--- src/rtl/user_dr_pkg.sv ---
// USER data register sequencer: shared field offsets, capture word layout.
// Optional push counter enabled by USER_DR_PUSH_COUNT_EN.
package user_dr_pkg;

  localparam int PCNT_W = 8;

  function automatic int lvl_w(input int depth);
    return $clog2(depth) + 1;
  endfunction

  function automatic int cap_rv_bit(input int result_w);
    return result_w;
  endfunction

  function automatic int cap_ovf_bit(input int result_w);
    return result_w + 1;
  endfunction

  function automatic int cap_lvl_lsb(input int result_w);
    return result_w + 2;
  endfunction

  function automatic int upd_flag_bit(input int data_w);
    return data_w;
  endfunction

  localparam int RESULT_W_DEF   = 16;
  localparam int FIFO_DEPTH_DEF = 4;
  localparam int DR_W_DEF       = 32;
  localparam int LVL_W_DEF      = $clog2(FIFO_DEPTH_DEF) + 1;
  localparam int PAD_W_DEF      =
    DR_W_DEF - PCNT_W - RESULT_W_DEF - 2 - LVL_W_DEF;

  // Capture word layout for the default geometry, MSB first
  typedef struct packed {
    logic [PCNT_W-1:0]       pcount;
    logic [PAD_W_DEF-1:0]    pad;
    logic [LVL_W_DEF-1:0]    level;
    logic                    ovf;
    logic                    rvalid;
    logic [RESULT_W_DEF-1:0] result;
  } cap_word_t;

endpackage

--- src/rtl/user_dr_if.sv ---
// USER data register sequencer: symbol stream toward the solver.
// Plain valid/ready handshake, no feature macros.
interface user_dr_if #(
  parameter int DATA_W = 8
);
  logic              out_valid;
  logic              out_ready;
  logic [DATA_W-1:0] out_data;

  modport master (
    output out_valid,
    output out_data,
    input  out_ready
  );

  modport slave (
    input  out_valid,
    input  out_data,
    output out_ready
  );
endinterface

--- src/rtl/user_dr_fifo.sv ---
// USER data register sequencer: small synchronous symbol FIFO.
// Head reads as zero while empty; no feature macros.
module user_dr_fifo
  import user_dr_pkg::*;
#(
  parameter int DATA_W = 8,
  parameter int DEPTH  = 4,
  localparam int LVL_W = lvl_w(DEPTH)
) (
  input  logic              clk,
  input  logic              rst,
  input  logic              push,
  input  logic              pop,
  input  logic [DATA_W-1:0] din,
  output logic [LVL_W-1:0]  level,
  output logic              full,
  output logic              empty,
  output logic [DATA_W-1:0] head
);

  localparam int PTR_W = $clog2(DEPTH);

  logic [DATA_W-1:0] mem [DEPTH];
  logic [PTR_W-1:0]  wptr;
  logic [PTR_W-1:0]  rptr;
  logic              rd;
  logic              wr;

  assign empty = (level == '0);
  assign full  = (level == LVL_W'(DEPTH));
  assign rd    = pop && !empty;
  // A pop frees the slot the write lands in when full
  assign wr    = push && (!full || rd);
  assign head  = empty ? '0 : mem[rptr];

  always_ff @(posedge clk) begin
    if (wr) mem[wptr] <= din;
  end

  always_ff @(posedge clk) begin
    if (rst) begin
      wptr  <= '0;
      rptr  <= '0;
      level <= '0;
    end else begin
      if (wr) wptr <= wptr + PTR_W'(1);
      if (rd) rptr <= rptr + PTR_W'(1);
      level <= level + LVL_W'(wr) - LVL_W'(rd);
    end
  end

endmodule

--- src/rtl/user_dr_sequencer.sv ---
// USER data register sequencer: DR shift/capture/update and input queue.
// Define USER_DR_PUSH_COUNT_EN to report accepted pushes in the capture word.
module user_dr_sequencer
  import user_dr_pkg::*;
#(
  parameter int DATA_W     = 8,
  parameter int RESULT_W   = 16,
  parameter int FIFO_DEPTH = 4,
  parameter int DR_W       = 32
) (
  input  logic                tck,
  input  logic                test_logic_reset,
  input  logic                tdi,
  output logic                tdo,
  input  logic                ir_is_user,
  input  logic                capture_dr,
  input  logic                shift_dr,
  input  logic                update_dr,
  user_dr_if.master           stream,
  input  logic                result_valid,
  input  logic [RESULT_W-1:0] result_data
);

  localparam int LVL_W    = lvl_w(FIFO_DEPTH);
  localparam int RV_BIT   = cap_rv_bit(RESULT_W);
  localparam int OVF_BIT  = cap_ovf_bit(RESULT_W);
  localparam int LVL_LSB  = cap_lvl_lsb(RESULT_W);
  localparam int FLAG_BIT = upd_flag_bit(DATA_W);

  logic [DR_W-1:0]   sr;
  logic [DR_W-1:0]   cap;
  logic              ovf;
  logic              push;
  logic              pop;
  logic              accept;
  logic              full;
  logic              empty;
  logic [LVL_W-1:0]  level;
  logic [PCNT_W-1:0] pcount;

  assign tdo    = sr[0];
  assign push   = ir_is_user && update_dr && sr[FLAG_BIT];
  assign pop    = stream.out_valid && stream.out_ready;
  assign accept = push && (!full || pop);

  assign stream.out_valid = !empty;

  user_dr_fifo #(
    .DATA_W (DATA_W),
    .DEPTH  (FIFO_DEPTH)
  ) u_fifo (
    .clk   (tck),
    .rst   (test_logic_reset),
    .push  (push),
    .pop   (pop),
    .din   (sr[DATA_W-1:0]),
    .level (level),
    .full  (full),
    .empty (empty),
    .head  (stream.out_data)
  );

  always_comb begin
    cap = '0;
    cap[RESULT_W-1:0]        = result_data;
    cap[RV_BIT]              = result_valid;
    cap[OVF_BIT]             = ovf;
    cap[LVL_LSB +: LVL_W]    = level;
    cap[DR_W-1 -: PCNT_W]    = pcount;
  end

  always_ff @(posedge tck) begin
    if (test_logic_reset) begin
      sr <= '0;
    end else if (ir_is_user) begin
      if (capture_dr)    sr <= cap;
      else if (shift_dr) sr <= {tdi, sr[DR_W-1:1]};
    end
  end

  // Capture reports the pre-clear flag, then clears it
  always_ff @(posedge tck) begin
    if (test_logic_reset)              ovf <= 1'b0;
    else if (ir_is_user && capture_dr) ovf <= 1'b0;
    else if (push && !accept)          ovf <= 1'b1;
  end

`ifdef USER_DR_PUSH_COUNT_EN
  always_ff @(posedge tck) begin
    if (test_logic_reset) pcount <= '0;
    else if (accept)      pcount <= pcount + PCNT_W'(1);
  end
`else
  assign pcount = '0;
`endif

endmodule

--- src/flat_wrapper.sv ---
// flat-port wrapper written by rule: the top's interface ports become plain ports
module user_dr_sequencer_flat import user_dr_pkg::*;
#(
  parameter int DATA_W     = 8,
  parameter int RESULT_W   = 16,
  parameter int FIFO_DEPTH = 4,
  parameter int DR_W       = 32
)
  (tck, test_logic_reset, tdi, tdo, ir_is_user, capture_dr, shift_dr, update_dr, result_valid, result_data, stream_out_valid, stream_out_data, stream_out_ready);
  user_dr_if #(.DATA_W(DATA_W)) stream_i ();
  input  logic tck;
  input  logic test_logic_reset;
  input  logic tdi;
  output logic tdo;
  input  logic ir_is_user;
  input  logic capture_dr;
  input  logic shift_dr;
  input  logic update_dr;
  input  logic result_valid;
  input  logic [RESULT_W-1:0] result_data;
  output wire logic [$bits(stream_i.out_valid)-1:0] stream_out_valid;
  output wire logic [$bits(stream_i.out_data)-1:0] stream_out_data;
  input wire logic [$bits(stream_i.out_ready)-1:0] stream_out_ready;
  assign stream_out_valid = stream_i.out_valid;
  assign stream_out_data = stream_i.out_data;
  assign stream_i.out_ready = stream_out_ready;
  user_dr_sequencer #(.DATA_W(DATA_W), .RESULT_W(RESULT_W), .FIFO_DEPTH(FIFO_DEPTH), .DR_W(DR_W)) u_core (.tck(tck), .test_logic_reset(test_logic_reset), .tdi(tdi), .tdo(tdo), .ir_is_user(ir_is_user), .capture_dr(capture_dr), .shift_dr(shift_dr), .update_dr(update_dr), .stream(stream_i), .result_valid(result_valid), .result_data(result_data));
endmodule
--- config.mk ---
export PLATFORM = sky130hd
export DESIGN_NAME = user_dr_sequencer_flat
export DESIGN_NICKNAME = d
export VERILOG_FILES = /design/src/rtl/user_dr_pkg.sv /design/src/rtl/user_dr_if.sv /design/src/rtl/user_dr_fifo.sv /design/src/rtl/user_dr_sequencer.sv /design/src/flat_wrapper.sv
export SDC_FILE = /design/constraint.sdc
export NUM_CORES = 1
export LEC_CHECK = 0
export CAP_MARGIN = 0
export CORE_ASPECT_RATIO = 0.9
export CORE_UTILIZATION = 45
export CTS_CLUSTER_DIAMETER = 40
export CTS_CLUSTER_SIZE = 10
export DETAILED_ROUTE_END_ITERATION = 8
export PLACE_DENSITY = 0.69
export SLEW_MARGIN = 20
export SYNTH_ARGS = -nofsm -noshare
export SYNTH_HDL_FRONTEND = slang
export SYNTH_SLANG_ARGS = --single-unit
--- constraint.sdc ---
create_clock -name tck -period 2.2 [get_ports tck]
set_clock_uncertainty 0.05 [all_clocks]
set_input_delay 0.22 -clock tck [delete_from_list [all_inputs] [get_ports tck]]
set_output_delay 0.22 -clock tck [all_outputs]
set_load 0.02 [all_outputs]
After elaboration in Yosys (flattened, before gate mapping)
Memories as Yosys holds them, arrays and structs flattened. A register that Yosys moved wholly into a read port is not among the register bits.
Index checks and enable logic that the tools add are counted.
{"block": "totals", "ff_bits": 40, "latch_bits": 0, "ramBits": 32, "romBits": 0, "input_bits": 25, "output_inout_bits": 10, "mem_count": 1}
{"name": "u_core.u_fifo.mem", "depth": 4, "word_bits": 8, "rd": 1, "rd_ports_with_merged_regs": 1, "write_ports": 1, "line": "user_dr_fifo.sv:23", "rtl": "logic [DATA_W-1:0] mem [DEPTH];"}
{"block": "classes", "addsub": 4, "mul": 0, "div_mod_pow": 0, "n_lt_le_gt_ge": 0, "eq_ne": 1, "n_shift": 0, "muxes": 7, "bitwise_logic": 0, "n_reduce_logical": 17}
{"op": "$mux 32", "n": 2}
{"op": "$logic_and 1x1->1", "n": 8}
{"op": "$mux 8", "n": 1}
{"op": "$add 2x1->2 const B", "n": 2}
{"op": "$mux 2", "n": 2}
{"op": "$add 3x1->3", "n": 1}
{"op": "$eq 3x3->1 const B", "n": 1}
{"op": "$logic_not 1->1", "n": 3}
{"op": "$logic_not 3->1", "n": 1}
{"op": "$sub 3x1->3", "n": 1}
{"op": "$logic_or 1x1->1", "n": 2}
{"op": "$mux 1", "n": 2}
{"op": "$reduce_and 2->1", "n": 1}
{"op": "$reduce_bool 2->1", "n": 1}
{"op": "$reduce_or 2->1", "n": 1}

Depth between registers and ports, before layout
Gate-level depths: netlist of the first run.
{"block": "depth", "depth_word": 8, "ltp_mapped": 10}

Hierarchy
From an unflattened synthesis of the first run, not the netlist that was laid out.
{"block": "unflattened", "hier_cells": 240, "area_unflattened_um2": 3200.6}
{"module": "user_dr_fifo", "n_inst": 1, "cells_per_inst": 99, "area_per_inst_um2": 1700.4}
{"module": "user_dr_sequencer", "n_inst": 1, "cells_per_inst": 141, "area_per_inst_um2": 1500.2}

Worst setup path after synthesis of the first run
No wires, ideal clock.
{"block": "synth_path", "kind": "register to register", "from": "reg u_core.u_fifo.level[1]", "to": "reg u_core.u_fifo.level[2]", "arrival_time_ns": 1.970, "t_required_ns": 2.033, "path_slack_ns": 0.063, "stages_incl_launch_ff": 11, "cell_sequence": "dfxtp_1 nor4b_4 nor2_2 inv_1 ha_1 inv_1 ha_1 fa_1 xnor2_1 xnor2_1 nor2_1"}
{"block": "synth_via", "elab_chain_len": 8, "word_cells_on_any_way": 10}
{"item": "start, declared", "line": "user_dr_fifo.sv:15", "rtl": "output logic [LVL_W-1:0] level,"}
{"item": "start signal, assigned", "line": "user_dr_fifo.sv:48", "rtl": "level <= level + LVL_W'(wr) - LVL_W'(rd);"}
{"item": "$logic_not 3->1", "line": "user_dr_fifo.sv:29", "rtl": "assign empty = (level == '0);"}
{"item": "$logic_not 1->1", "line": "user_dr_fifo.sv:31, user_dr_sequencer.sv:46"}
{"item": "$logic_and 1x1->1", "line": "user_dr_sequencer.sv:43", "rtl": "assign pop = stream.out_valid && stream.out_ready;"}
{"item": "$logic_and 1x1->1", "line": "user_dr_fifo.sv:31", "rtl": "assign rd = pop && !empty;"}
{"item": "$logic_or 1x1->1", "line": "user_dr_fifo.sv:33", "rtl": "assign wr = push && (!full || rd);"}
{"item": "$logic_and 1x1->1", "line": "user_dr_fifo.sv:33"}
{"item": "$add 3x1->3", "line": "user_dr_fifo.sv:48"}
{"item": "$sub 3x1->3 *", "line": "user_dr_fifo.sv:48"}
Mark *: on every way between the ends. The rest lies on a longest branch, timed or not.
A chain may end at the register's enable or synchronous reset.

Worst setup path after layout of the first run
{"block": "layout_path", "from": "reg u_core.u_fifo.level[0]", "to": "reg u_core.u_fifo.level[2]"}
{"block": "layout_via", "elab_chain_len": 8, "word_cells_on_any_way": 10}
{"item": "$logic_not 3->1 *", "line": "user_dr_fifo.sv:29"}
{"item": "$logic_not 1->1 *", "line": "user_dr_fifo.sv:31, user_dr_sequencer.sv:46"}
{"item": "$logic_and 1x1->1", "line": "user_dr_sequencer.sv:43"}
{"item": "$logic_and 1x1->1 *", "line": "user_dr_fifo.sv:31"}
{"item": "via u_core.u_fifo.rd", "line": "user_dr_fifo.sv:26", "rtl": "logic rd;"}
{"item": "$logic_or 1x1->1", "line": "user_dr_fifo.sv:33"}
{"item": "$logic_and 1x1->1", "line": "user_dr_fifo.sv:33"}
{"item": "$add 3x1->3", "line": "user_dr_fifo.sv:48"}
{"item": "$sub 3x1->3 *", "line": "user_dr_fifo.sv:48"}
Mark *: on every way through the listed nets, which the timed path passes. The rest lies on a longest branch.

==> results of run 1 <==
==> synth_stat cells, types with 2 or more instances <==
library cell,number,area (um2)
a211oi_2,21,263
buf_4,4,30.0
a22oi_1,11,82.6
clkbuf_4,2,15.0
o21ai_1,2,10.0
xnor2_1,2,17.5
nand2b_1,2,12.5
and2_1,4,25.0
inv_1,8,30.0
mux4_2,8,180
ha_1,6,75.1
dfxtp_1,42,841
nor2b_1,10,62.6
buf_6,3,33.8
clkbuf_1,4,15.0
nor2_1,37,139
buf_2,5,25.0
edfxtp_1,32,961
mux2i_1,22,220
==> per-stage QoR <==
stage	setup slack, ns	cell area (um2)	hold slack (ns)	setup TNS, ns	util
after floorplan	0.0631	3180	0.272	0	-
after global placement	-0.223	3600	0.423	-0.303	0.538
after detailed placement	-0.250	3600	0.436	-0.359	0.538
after CTS	0.0451	3810	0.0874	0	0.569
after global routing	-0.00148	3820	0.119	-0.00148	0.572
final	0.110	3820	0.108	0	0.572
==> path summary, 6_finish.rpt <==
kind                                              from                      to  slack (ns)
worst max-delay path            u_core.u_fifo.level[0]  u_core.u_fifo.level[2]        0.11
worst min-delay path                  test_logic_reset                    flop        0.11
worst max register to register  u_core.u_fifo.level[0]  u_core.u_fifo.level[2]        0.11
worst min register to register   u_core.u_fifo.rptr[1]   u_core.u_fifo.rptr[1]        0.45
==> metal layers <==
layer	part of all wire	wire length [um]
met5	0	0
met1	0.48	2530
met4	0.0073	38
met3	0.038	201
met2	0.47	2470
==> logic make-up after synthesis <==
logic type / count (synthesis)
adder cells (fa/ha/maj): 7
flip-flops: 74
multiplexers: 31
AO/OA/AOI/OAI: 39
XOR/XNOR: 3
AND/OR/NAND/NOR: 60
buffers and inverters: 26
==> sequential cells by signal, summed over array words and instances, names as in the netlist, named ones only <==
signal / cells
u_core.ovf: 1
u_core.u_fifo.wptr: 2
u_core.u_fifo.rptr: 2
u_core.sr: 32
u_core.u_fifo.level: 3
u_core.u_fifo.mem: 32
==> area by class of cell <==
type,count,area share
tap,90,0.0294
inverter,8,0.00785
sequential,74,0.472
timing repair buffer,44,0.110
multi-input combinational,140,0.324
clock buffer,10,0.0334
clock inverter,6,0.0236
==> power by group <==
part,total (W),leakage [nW],switching (W),internal (W)
clock,0.00114,0.107,0.000493,0.000643
combinational,0.000920,0.660,0.000449,0.000471
sequential,0.00162,0.639,0.000100,0.00152
==> timing repair <==
item / in CTS / in global routing
gates resized for setup: 8 / 6
pin swaps: 0 / 1
setup endpoints to repair: 8 / 3
hold buffers: 0 / 0
gates cloned: 0 / 0
==> out/metrics.cfg, run 1 <==
[clock_tree]
insertion_delay_ns=0.34
cts_setup_buffers=0
clock-sinks=74
clockBufferDepth=2
path_clk_slew_ns=0.08
htree_num_levels=3
cts_buffers=9
ctsRootBufferMaster=clkbuf_8
cts_tree=yes

[timing]
slew_violations=0
final_hold_viol_count=0
worst_pin_slew_ns=0.733
fmax_mhz=478
rsz0062_at_grt=true
max_slew_margin=0.508
post-route-period-util=0.950
setup_violations=0
period_minus_slack_ns=2.09

[floorplan]
start_util=0.476
core-area_mm2=0.00669
pin_count=35
fp-row-count=28
die_x_um=90.6
die_h_um=81.8
dieArea_mm2=0.00741

[setup_path]
cp_max_fo=5
cpPeakStageDelay_ns=0.38
crit_cells=9
critPathKind=reg -> reg
crit_family=adder cells
critPathRequiredTime_ns=2.36
cp.arrival_ns=2.25
crit_path_end_kind=flop
crit_slowest_cell=fa_1
cp_cell_sequence=o31ai_4 -> inv_1 -> ha_1 -> inv_1 -> ha_1 -> fa_1 -> xnor2_1 -> xnor2_1 -> nor2_1
cp_num_buf_inv=2
worstRegToRegCells=9
startpoint_type=flop

[routing]
ant_nets=0
drt_wl_total_um=5240
viasPerCell=5.07
drc=0
first_pass_iters=4
routedWlPerCell_um=14.1
initialDrtViolationCount=88
via_count=1885

[finish]
diodes=0
final_nets=309
syn_to_final_growth_pct=20.2
register_area_mm2=0.00181
fillCellCount=561
multi_input_area_mm2=0.00124
layout_commonest_cell=dfxtp_1
drive_gt1_frac=0.220
final_cell_mix=dfxtp_1, nor2_1, edfxtp_1, clkdlybuf4s50_1, mux2i_1
stdcell_count=372

[placed_design]
dpl.hpwl_um=3470
place.gp.congestion=0.723
portBuffers=34
dp_cells=356

[pwr]
leakage_nw=1.41
p_per_area_mw_per_mm2=962
finalPower_w=0.00368
vdd_drop_max_mv=0.514

[global_route]
grt-busiest-layer=met2
grt_antenna_before_repair=0
grt.met3_usage=0.0528
grt_pass1_wl_um=8540
grt_max_degree=43
grt_pass1_vias=1677
use_met1=0.204
grt_util_met2=0.236
grtUsageTotal=0.154
grt.overflow.total=0

[synth]
synthXorXnorAreaFrac=0.00826
synth_top_family_by_area=multiplexers
synth_cell_types=34
synthFlopType=dfxtp_1
synthAdderAreaFrac=0.0299
avgSynthCellArea_um2=13.3
syn_nets=272
synth-edff-count=32
synth-compound-area-share=0.125
ys_ff_latch=74
postSynthCellCount=240
syn-cell-area_mm2=0.00318
synth-simple-area-share=0.0936
yosys_warnings=0
synth-async-reset-ratio=0
yosysSeqAreaShare=0.566
synthMuxAreaShare=0.131

[hold_path]
hp-class=in -> reg
hold_depth=2

[job]
drv_cap=0

[outcome]
status=finished, final reports clean

No activity file was read; power rests on OpenSTA's default activity.
==> run 2: changes to the inputs <==
--- a/config.mk
+++ b/config.mk
@@ -6,12 +6,15 @@
 export NUM_CORES = 1
 export LEC_CHECK = 0
 export CAP_MARGIN = 0
+export CELL_PAD_IN_SITES_DETAIL_PLACEMENT = 1
+export CELL_PAD_IN_SITES_GLOBAL_PLACEMENT = 2
 export CORE_ASPECT_RATIO = 0.9
-export CORE_UTILIZATION = 45
+export CORE_UTILIZATION = 35
 export CTS_CLUSTER_DIAMETER = 40
 export CTS_CLUSTER_SIZE = 10
 export DETAILED_ROUTE_END_ITERATION = 8
-export PLACE_DENSITY = 0.69
+export MAX_ROUTING_LAYER = met4
+export PLACE_DENSITY_LB_ADDON = 0.1
 export SLEW_MARGIN = 20
 export SYNTH_ARGS = -nofsm -noshare
 export SYNTH_HDL_FRONTEND = slang
==> run 2 against run 1 <==
Net effect: core utilization is 12 points lower; register-to-register slack hardly changed; cell count is 9.4% higher; global-route usage is 0.56 points lower; non-clock buffer count is 6 higher; sequential share of layout area is 0.86 points lower; first-iteration DRC count is 61% lower; sequential power hardly changed; largest power group unchanged; highest routed layer unchanged.
==> out/metrics.cfg, run 2 (synthesis results as in run 1) <==
[routing]
viasPerCell=4.73
via_count=1924
first_pass_iters=4
ant_nets=0
routedWlPerCell_um=15.1
initialDrtViolationCount=34
drt_wl_total_um=6160
drc=0

[setup_path]
startpoint_type=flop
crit_family=multiplexers
cp_cell_sequence=buf_12 -> mux4_2 -> nor2b_1 -> dlygate4sd2_1
crit_cells=4
cp.arrival_ns=1.82
critPathKind=reg -> out
r2r-end=u_core.u_fifo.level[2]
critPathRequiredTime_ns=1.93
cp_max_fo=8
r2r_slack_ns=0.11
cpPeakStageDelay_ns=0.50
crit_path_end_kind=primary output
worstRegToRegCells=9
r2r-start=u_core.u_fifo.level[1]
crit_slowest_cell=mux4_2
cp_num_buf_inv=2

[global_route]
grt.overflow.total=0
grt_pass1_wl_um=10100
grt_pass1_vias=1949
grtUsageTotal=0.149
grt_antenna_before_repair=0
grt_max_degree=29

[timing]
max_slew_margin=0.494
final_hold_viol_count=0
period_minus_slack_ns=2.09
post-route-period-util=0.952
fin_ws_ns=0.106
slew_violations=0
finalSetupTns_ns=0
worst_pin_slew_ns=0.753
fmax_mhz=478
setup_violations=0

[finish]
multi_input_area_mm2=0.00125
diodes=0
stdcell_count=407
final_nets=315
register_area_mm2=0.00181
fin_util=0.448
syn_to_final_growth_pct=22.5
drive_gt1_frac=0.247
layout_commonest_cell=dfxtp_1
largestRegisters=u_core.sr (32), u_core.u_fifo.mem (32), u_core.u_fifo.level (3)
fillCellCount=923
final_cell_mix=dfxtp_1, nor2_1, edfxtp_1, clkdlybuf4s50_1, mux2i_1

[placed_design]
dp_cells=391
portBuffers=34
dpl.hpwl_um=4280
place.gp.congestion=0.659
post-place-ws_ns=-0.256

[hold_path]
holdCritStartpoint=test_logic_reset
holdPathEnd=u_core.sr[31]
hold_depth=2
hp-class=in -> reg

[pwr]
vdd_drop_max_mv=0.415
internal_power_w=0.00256
leakage_nw=1.42
clkPwrFrac=0.294
pwr-share-comb=0.264
power_switching_w=0.00112
p_per_area_mw_per_mm2=945
p_sw_frac=0.304
pwr-share-seq=0.442

[clock_tree]
clockBufferDepth=2
htree_num_levels=3
clock-sinks=74
insertion_delay_ns=0.35
cts_buffers=9
cts_tree=yes
path_clk_slew_ns=0.08
cts_setup_buffers=0
ctsRootBufferMaster=clkbuf_8

[floorplan]
start_util=0.366
fp-row-count=32
dieArea_mm2=0.00948
die_h_um=92.5
core-area_mm2=0.00869
die_x_um=103
pin_count=35

[job]
drv_cap=0

[outcome]
status=finished, final reports clean

==> run 2: through the flow <==
| step | power (W) | hold WS [ns] | instance area (um2) |
|---|---|---|---|
| finish | 0.00368 | 0.267 | 3900 |
| global route | 0.00391 | 0.288 | 3900 |
| CTS | 0.00372 | 0.265 | 3880 |
| detailed placement | 0.00267 | 0.445 | 3680 |
| global placement | 0.00266 | 0.426 | 3680 |
| floorplan | 0.00227 | 0.272 | 3180 |
==> run 2: routing by layer <==
metal | routed length, um | track usage | up-vias
met5 | 0 | - | -
met4 | 80 | 0.0643 | 0
met3 | 223 | 0.0392 | 10
met2 | 3080 | 0.237 | 31
met1 | 2780 | 0.176 | 925
li1 | - | - | 958
==> run 2: how the worst max path moves through the flow <==
stage | start | to
2_1_floorplan | u_core.u_fifo.level[1] | u_core.u_fifo.level[2]
6_report | flop | stream_out_data[7]
5_1_grt | u_core.u_fifo.level[1] | u_core.u_fifo.level[2]
4_1_cts | u_core.u_fifo.level[2] | u_core.u_fifo.level[2]
3_3_place_gp | ir_is_user | u_core.u_fifo.level[2]
3_5_place_dp | ir_is_user | u_core.u_fifo.level[2]
==> run 2: area by class of cell <==
type,count,share of cell area
clock inverter,7,0.0202
timing repair buffer,50,0.118
multi-input combinational,140,0.321
inverter,8,0.00771
tap,119,0.0382
sequential,74,0.463
clock buffer,9,0.0318
==> run 2: worst register-to-register path, cell delays in order (launching register included) <==
cell and delay (ns):
dfxtp_2 0.36, o31ai_4 0.25, inv_1 0.07, ha_1 0.27
inv_1 0.04, ha_1 0.18, fa_2 0.36, xnor2_2 0.19
xnor2_1 0.14, nor2_1 0.06
==> run 2: power groups by stage <==
| stage | registers (W) | logic, W | clock network, W |
|---|---|---|---|
| 3_5_place_dp | 0.00165 | 0.00102 | 0 |
| 6_report | 0.00163 | 0.000972 | 0.00108 |
| 5_1_grt | 0.00164 | 0.00108 | 0.00119 |
| 3_3_place_gp | 0.00165 | 0.00102 | 0 |
| 4_1_cts | 0.00162 | 0.000984 | 0.00112 |
| 2_1_floorplan | 0.00161 | 0.000656 | 0 |
==> run 2: what timing repair did <==
item / in CTS / in global routing
pin swaps: 0 / 2
cloned: 0 / 0
gates resized for setup: 9 / 5
endpoints found under the hold margin: 0 / 0
hold buffers: 0 / 0
endpoints found under the setup margin: 9 / 1
